## config.mk

```make
export PLATFORM = sky130hd
export DESIGN_NAME = wb_ctrl
export DESIGN_NICKNAME = d
export VERILOG_FILES = /design/src/rtl/wb_ctrl.sv
export SDC_FILE = /design/constraint.sdc
export NUM_CORES = 1
export LEC_CHECK = 0
export ABC_AREA = 0
export BUFFER_PORTS_ARGS = -buffer_cell sky130_fd_sc_hd__buf_4
export CAP_MARGIN = 20
export CORE_MARGIN = 2
export CORE_UTILIZATION = 36
export CTS_BUF_LIST = sky130_fd_sc_hd__clkbuf_8 sky130_fd_sc_hd__clkbuf_16
export CTS_CLUSTER_DIAMETER = 40
export DETAILED_ROUTE_END_ITERATION = 12
export GPL_ROUTABILITY_DRIVEN = 0
export HOLD_SLACK_MARGIN = 0.05
export PLACE_DENSITY = 0.63
export SLEW_MARGIN = 20
export SYNTH_ARGS = -nofsm -noshare
export SYNTH_HDL_FRONTEND = slang
export SYNTH_SLANG_ARGS = --single-unit
export TNS_END_PERCENT = 50
```

## constraint.sdc

```tcl
create_clock -name clk -period 1.7 [get_ports clk]
set_input_delay 0.085 -clock clk [delete_from_list [all_inputs] [get_ports clk]]
set_output_delay 0.085 -clock clk [all_outputs]
set_load 0.02 [all_outputs]
```

## src/rtl/wb_ctrl.sv

```systemverilog
// wb_ctrl: write-back controller for the 8x8 register file write port.
// Merges unstallable ALU results with buffered load results, keeps a
// per-register pending-write scoreboard and requests a stall when loads
// are starved by back-to-back ALU writes.
module wb_ctrl #(
    parameter int DEPTH        = 2,
    parameter int STARVE_LIMIT = 4
) (
    input  logic       clk,
    input  logic       reset_n,
    input  logic       issue_valid,
    input  logic [2:0] issue_rd,
    input  logic       alu_valid,
    input  logic [2:0] alu_rd,
    input  logic [7:0] alu_data,
    input  logic       mem_valid,
    output logic       mem_ready,
    input  logic [2:0] mem_rd,
    input  logic [7:0] mem_data,
    output logic       we3,
    output logic [2:0] wa3,
    output logic [7:0] wd3,
    output logic [7:0] busy,
    output logic       stall_req
);

    localparam int AW = (DEPTH > 1) ? $clog2(DEPTH) : 1;
    localparam int CW = $clog2(STARVE_LIMIT + 1);
    localparam logic [AW-1:0] PTR_ONE   = AW'(1);
    localparam logic [AW:0]   CNT_ONE   = (AW + 1)'(1);
    localparam logic [AW:0]   CNT_FULL  = (AW + 1)'(DEPTH);
    localparam logic [CW-1:0] STV_ONE   = CW'(1);
    localparam logic [CW-1:0] STV_LIMIT = CW'(STARVE_LIMIT);

    // Load-result FIFO storage; the payload is never reset, only the pointers.
    logic [2:0]    fifo_rd   [DEPTH];
    logic [7:0]    fifo_data [DEPTH];
    logic [AW-1:0] wr_ptr;
    logic [AW-1:0] rd_ptr;
    logic [AW:0]   count;

    logic          full;
    logic          empty;
    logic          push;
    logic          pop;

    logic          sel_vld_p0;
    logic [2:0]    sel_rd_p0;
    logic [7:0]    sel_data_p0;

    logic [7:0]    busy_next;
    logic [CW-1:0] starve_cnt;
    logic [CW-1:0] starve_next;

    assign full      = (count == CNT_FULL);
    assign empty     = (count == '0);
    assign mem_ready = !full;
    assign push      = mem_valid && !full;
    assign pop       = !alu_valid && !empty;

    // Arbitration: the ALU always wins, otherwise the FIFO head is taken.
    always_comb begin
        sel_vld_p0  = 1'b0;
        sel_rd_p0   = 3'd0;
        sel_data_p0 = 8'd0;
        if (alu_valid) begin
            sel_vld_p0  = 1'b1;
            sel_rd_p0   = alu_rd;
            sel_data_p0 = alu_data;
        end else if (!empty) begin
            sel_vld_p0  = 1'b1;
            sel_rd_p0   = fifo_rd[rd_ptr];
            sel_data_p0 = fifo_data[rd_ptr];
        end
    end

    // Scoreboard next state: clear on selection, a same-cycle issue wins.
    always_comb begin
        busy_next = busy;
        if (sel_vld_p0) begin
            busy_next[sel_rd_p0] = 1'b0;
        end
        if (issue_valid) begin
            busy_next[issue_rd] = 1'b1;
        end
        busy_next[0] = 1'b0;
    end

    // Starvation counter next state: saturates while a non-empty FIFO loses.
    always_comb begin
        starve_next = starve_cnt;
        if (pop || empty) begin
            starve_next = '0;
        end else if (alu_valid && (starve_cnt != STV_LIMIT)) begin
            starve_next = starve_cnt + STV_ONE;
        end
    end

    // FIFO payload write in acceptance order.
    always_ff @(posedge clk) begin
        if (push) begin
            fifo_rd[wr_ptr]   <= mem_rd;
            fifo_data[wr_ptr] <= mem_data;
        end
    end

    // FIFO pointers and occupancy.
    always_ff @(posedge clk or negedge reset_n) begin
        if (!reset_n) begin
            wr_ptr <= '0;
            rd_ptr <= '0;
            count  <= '0;
        end else begin
            if (push) begin
                wr_ptr <= wr_ptr + PTR_ONE;
            end
            if (pop) begin
                rd_ptr <= rd_ptr + PTR_ONE;
            end
            if (push && !pop) begin
                count <= count + CNT_ONE;
            end else if (pop && !push) begin
                count <= count - CNT_ONE;
            end
        end
    end

    // ---- stage boundary: selection -> register-file write port ----
    // Register the selected result; register 0 writes are dropped.
    always_ff @(posedge clk or negedge reset_n) begin
        if (!reset_n) begin
            we3 <= 1'b0;
            wa3 <= 3'd0;
            wd3 <= 8'd0;
        end else begin
            we3 <= sel_vld_p0 && (sel_rd_p0 != 3'd0);
            if (sel_vld_p0 && (sel_rd_p0 != 3'd0)) begin
                wa3 <= sel_rd_p0;
                wd3 <= sel_data_p0;
            end
        end
    end

    // Scoreboard, starvation counter and registered stall request.
    always_ff @(posedge clk or negedge reset_n) begin
        if (!reset_n) begin
            busy       <= 8'd0;
            starve_cnt <= '0;
            stall_req  <= 1'b0;
        end else begin
            busy       <= busy_next;
            starve_cnt <= starve_next;
            stall_req  <= (starve_next == STV_LIMIT);
        end
    end

endmodule

```

Yosys cells after proc, flatten, opt, wreduce, memory -nomap -nowiden
Memories as Yosys holds them, arrays and structs flattened.
Cells that the tools add are included.
{ "word_totals": {"regBits": 27, "mem_bits_rw": 22, "inputBits": 30, "output_inout_bits": 22, "elab_cells": 61, "memories": 2} }
{ "classes": {"n_addsub": 5, "magnitude_cmp": 4, "n_eq_ne": 3, "n_mux": 18, "bitwise_logic": 3, "n_reduce_logical": 17} }
{ "mem_list": {"columns": ["memory", "depth", "word_bits", "read_ports", "rd_ports_with_merged_regs", "write_ports", "line_no", "source"], "rows": [
  ["fifo_data", 2, 8, 1, 0, 1, "37", "logic [7:0] fifo_data [DEPTH];"],
  ["fifo_rd", 2, 3, 1, 0, 1, "36", "logic [2:0] fifo_rd [DEPTH];"]
]} }
{ "op_table": {"columns": ["op", "count"], "rows": [
  ["$mux 8", 4],
  ["$mux 3", 4],
  ["$and 8x8->8", 1],
  ["$logic_and 1x1->1", 8],
  ["$lt 3x4->1 const B", 2],
  ["$not 8->8", 1],
  ["$or 8x8->8", 1],
  ["$demux 1 s3", 2],
  ["$ge 3x1->1 const B", 2],
  ["$mux 1", 6],
  ["$logic_not 1->1", 5],
  ["$mux 2", 2],
  ["$add 3x1->3 const B", 1],
  ["$eq 3x3->1 const B", 1],
  ["$ne 3x3->1 const B", 1],
  ["$reduce_bool 3->1", 1],
  ["$add 1x1->1 const B", 2],
  ["$add 2x1->2 const B", 1],
  ["$eq 2x2->1 const B", 1],
  ["$logic_not 2->1", 1],
  ["$reduce_bool 2->1", 1],
  ["$sub 2x1->2 const B", 1],
  ["$logic_or 1x1->1", 1]
]} }

Depth between registers and ports, before layout
{ "logic_depth": {"depth_word": 12, "mapped_depth": 7, "depth_no_buf": 7} }

Least setup slack after synthesis
No wires, ideal clock.
{ "synth_timing": {"path_kind": "reg-to-reg", "from": "register count[1]", "to": "register wd3[0]", "setup_ps": 125, "t_arrival_ps": 1594, "required_time_ps": 1575, "setup_slack_ps": -20, "stages_incl_launch_ff": 7, "path_buffers": 1, "synth_period_minus_slack_ps": 1720, "cell_sequence": "dfrtp_1 -> o21ba_4 -> inv_6 -> a2bb2oi_2 -> and3_1 -> buf_6 -> mux2_4"} }
{ "synth_between": {"elab_chain_cells": 5, "word_cells_on_any_way": 9, "classes_between": "mux (6); reduce/logical (3)"} }
{ "synth_rtl": {"columns": ["item", "line_no", "source"], "rows": [
  ["start, declared", "40", "logic [AW:0] count;"],
  ["start signal, assigned", "121", "count <= count + CNT_ONE;"],
  ["start signal, assigned", "123", "count <= count - CNT_ONE;"],
  ["$logic_not 2->1 (*)", "56", "assign empty = (count == '0);"],
  ["$mux 3", "70", "end else if (!empty) begin"],
  ["$mux 3", "66", "if (alu_valid) begin"],
  ["$reduce_bool 3->1", "137", "if (sel_vld_p0 && (sel_rd_p0 != 3'd0)) begin"],
  ["$logic_and 1x1->1", "137", null],
  ["end signal, assigned", "139", "wd3 <= sel_data_p0;"],
  ["end, declared", "22", "output logic [7:0] wd3,"]
]} }
Every way passes the cells marked *; elsewhere a longest branch is shown, timed or not.
A chain may end at the register's enable or synchronous reset.

Worst setup path in the final report
{ "layout_timing": {"from": "register count[1]", "to": "register wd3[1]"} }
The elaborated chain is that of the path after synthesis.

==> flow_summary.yaml <==
floorplan:
  die_area_um2: 6554
  fp.dieH_um: 80.96
  io_pins: 52
  core_um2: 5816
  initial_core_util: 0.3666
  rows: 28
  fp.dieW_um: 80.96
critical_path:
  cp_data_required_time_ns: 1.90
  r2r_start: "count[1]"
  slowest_delay_ns: 0.39
  worstSetupStartpointType: "register"
  arrival_ns: 1.82
  crit_type: "register to register"
  r2r-end: "wd3[1]"
  cp-startpoint: "count[1]"
  r2r_slack_ns: 0.09
  crit_chain: "o21ba_4, inv_6, o21a_1, and3_4, buf_12, mux2_4"
  crit_path_max_fanout: 9
  crit_path_end_kind: "register"
  cp_slowest_cell: "dfrtp_1"
  critPathTopFamily: "compound AO/OA/AOI/OAI gates"
  ff2ff_path_depth: 6
  critPathBufInv: 2
pwr:
  ir_drop_mv: 0.4901
  pwr_density_cell_nw_per_um2: 1543
  p_leak_nw: 1.292
final_layout:
  fin_nets: 278
  layout-drive-gt1-share: 0.3496
  seq_area_um2: 1338
  multi_input_area_um2: 765.7
  diodes: 0
  final_common_cell: "buf_4"
  fill_cells: 537
  layout.cells.most_common_list: "buf_4, nand2_1, dfrtp_1"
  syn2layout_area_growth_pct: 38.44
clock_network:
  cts_setup_buffers: 0
  clk_latency_ns: 0.31
  numCtsBuffers: 5
  cts_max_level: 2
  clk_pin_slew_worst_paths_ns: 0.10
  cts-root-buf: "clkbuf_8"
  clockBufferDepth: 2
  cts_tree: "built"
  clock-sinks: 49
drt:
  ant_nets: 0
  drt_first_pass_iters: 4
  vias: 1502
  viasPerCell: 4.679
  routed_wl_um: 4296
  wl_per_cell_um: 13.38
  drc_errors: 0
  dr.first_iter.drc_count: 70
sta:
  worstMarginPinSlew_ns: 0.5429
  finalCritPeriodShare: 0.9495
  setup_viol: 0
  finalMaxSlewViolations: 0
  finalClockSkew_ns: 0.01065
  hold_ws_ns: 0.1084
  rsz0062_at_grt: "false"
  finalHoldViolCount: 0
  min_period_ns: 1.614
  fin_ws_ns: 0.08580
  maxSlewHeadroom: 0.6380
  timing.fmax_ghz: 0.6195
hold_path:
  hold_end: "wd3[2]"
  hp-start: "alu_data[2]"
  hold_depth: 4
  hp-class: "input port to register"
global_route:
  antenna_found_initial: 0
  overflow: 0
  grt_first_pass_wirelength_um: 6789
  gr-usage-all-layers: 0.1398
  grt_max_degree: 28
  grt_pass1_vias: 1454
logic_synthesis:
  synth-seq-cells: 49
  ys_seq_area_frac: 0.6268
  syn_area_um2: 2132
  synth_nets: 198
  synthCells: 165
  yosysWarnings: 0
  syn_area_per_cell_um2: 12.92
  synth.distinct_cells: 28
placement:
  place_ws_ns: -0.07701
  dp_hpwl_um: 3033
  portBuffers: 50
outcome:
  status: "complete, no violations"
flow_run:
  maxCapViolCount: 0
cells in the mapped netlist:
library cell | number | area [um^2]
o21a_4 | 1 | 15.01
xor2_1 | 2 | 17.52
dfrtp_1 | 27 | 675.7
inv_1 | 4 | 15.01
buf_4 | 1 | 7.510
ha_1 | 3 | 37.54
mux2_2 | 1 | 11.26
inv_6 | 1 | 8.760
nand2_1 | 26 | 97.59
a2bb2oi_2 | 1 | 15.01
a21oi_1 | 4 | 20.02
mux2i_1 | 11 | 110.1
conb_1 | 1 | 3.750
nor3_1 | 3 | 15.01
nor2b_1 | 4 | 25.02
mux2_4 | 8 | 120.1
edfxtp_1 | 22 | 660.6
o21ai_0 | 12 | 60.06
buf_6 | 2 | 22.52
xnor2_1 | 3 | 26.28
o31ai_1 | 8 | 60.06
o21a_1 | 1 | 7.510
and3_1 | 2 | 12.51
o21ba_4 | 1 | 16.27
nor2_1 | 6 | 22.52
nand3_1 | 7 | 35.03
clkbuf_1 | 2 | 7.510
nand2b_1 | 1 | 6.260
kinds of logic after synthesis:
logic type      synth area share
fa+ha+maj                0.01761
flops                     0.6268
simple gates              0.1003
compound gates           0.09096
mux                       0.1133
buf+inv                  0.02876
other cells             0.001759
xor+xnor                 0.02054
metal layers:
layer | vias to the layer above | share of wire | wire length [um] | GRT usage
met5 | - | 0 | 0 | 0
met4 | 0 | 0.025 | 107 | 0.06780
met3 | 9 | 0.036 | 153 | 0.03222
met2 | 40 | 0.51 | 2204 | 0.2331
met1 | 711 | 0.43 | 1831 | 0.1707
li1 | 742 | - | - | -
worst max path at each step:
stage | slack, ns | end | cells after the start
after global routing | 0.02 | wd3[1] | 6
after floorplan | 0.001 | wd3[0] | 6
after CTS | 0.005 | wd3[1] | 5
final | 0.09 | wd3[1] | 6
after detailed placement | -0.08 | wd3[1] | 5
after global placement | -0.005 | wd3[6] | 5
where the power goes:
part / internal, mW / switching (mW)
combinational: 0.979 / 0.989
sequential: 1.66 / 0.226
clock: 0.290 / 0.408
tightest hold or removal path, stage by stage:
cell and delay (ns):
buf_4 0.08, nand2_1 0.04, o21ai_0 0.06, mux2_4 0.13
state kept, by name, indices dropped and copies added (netlist names):
| name | flops |
|---|---|
| starve_cnt | 3 |
| wr_ptr | 1 |
| busy | 7 |
| we3 | 1 |
| wd3 | 8 |
| count | 2 |
| stall_req | 1 |
| fifo_data | 16 |
| rd_ptr | 1 |
| wa3 | 3 |
| fifo_rd | 6 |
what timing repair did:
action,CTS,global route
hold buffers,17,0
gates resized for setup,2,2
endpoints found under the hold margin,54,0
cloned,0,0
pin swaps,0,0
endpoints found under the setup margin,8,8
metrics by stage:
step	total power [mW]	TNS [ns]	util	instances	cell area (um^2)
2_1_floorplan	3.079	0	-	165	2146
3_3_place_gp	3.813	-0.03804	0.4596	296	2673
3_5_place_dp	3.845	-0.5425	0.4596	296	2673
4_1_cts	4.584	0	0.5058	321	2942
5_1_grt	4.834	0	0.5075	321	2952
6_report	4.555	0	0.5075	321	2952
cell type report:
type,count,share of cell area
Sequential cell,49,0.4532
Tap cell,75,0.03179
Multi-Input combinational cell,106,0.2594
Clock inverter,3,0.007206
Timing Repair Buffer,78,0.2170
Inverter,5,0.008054
Clock buffer,5,0.02331
Power figures use the tool's default switching activity.
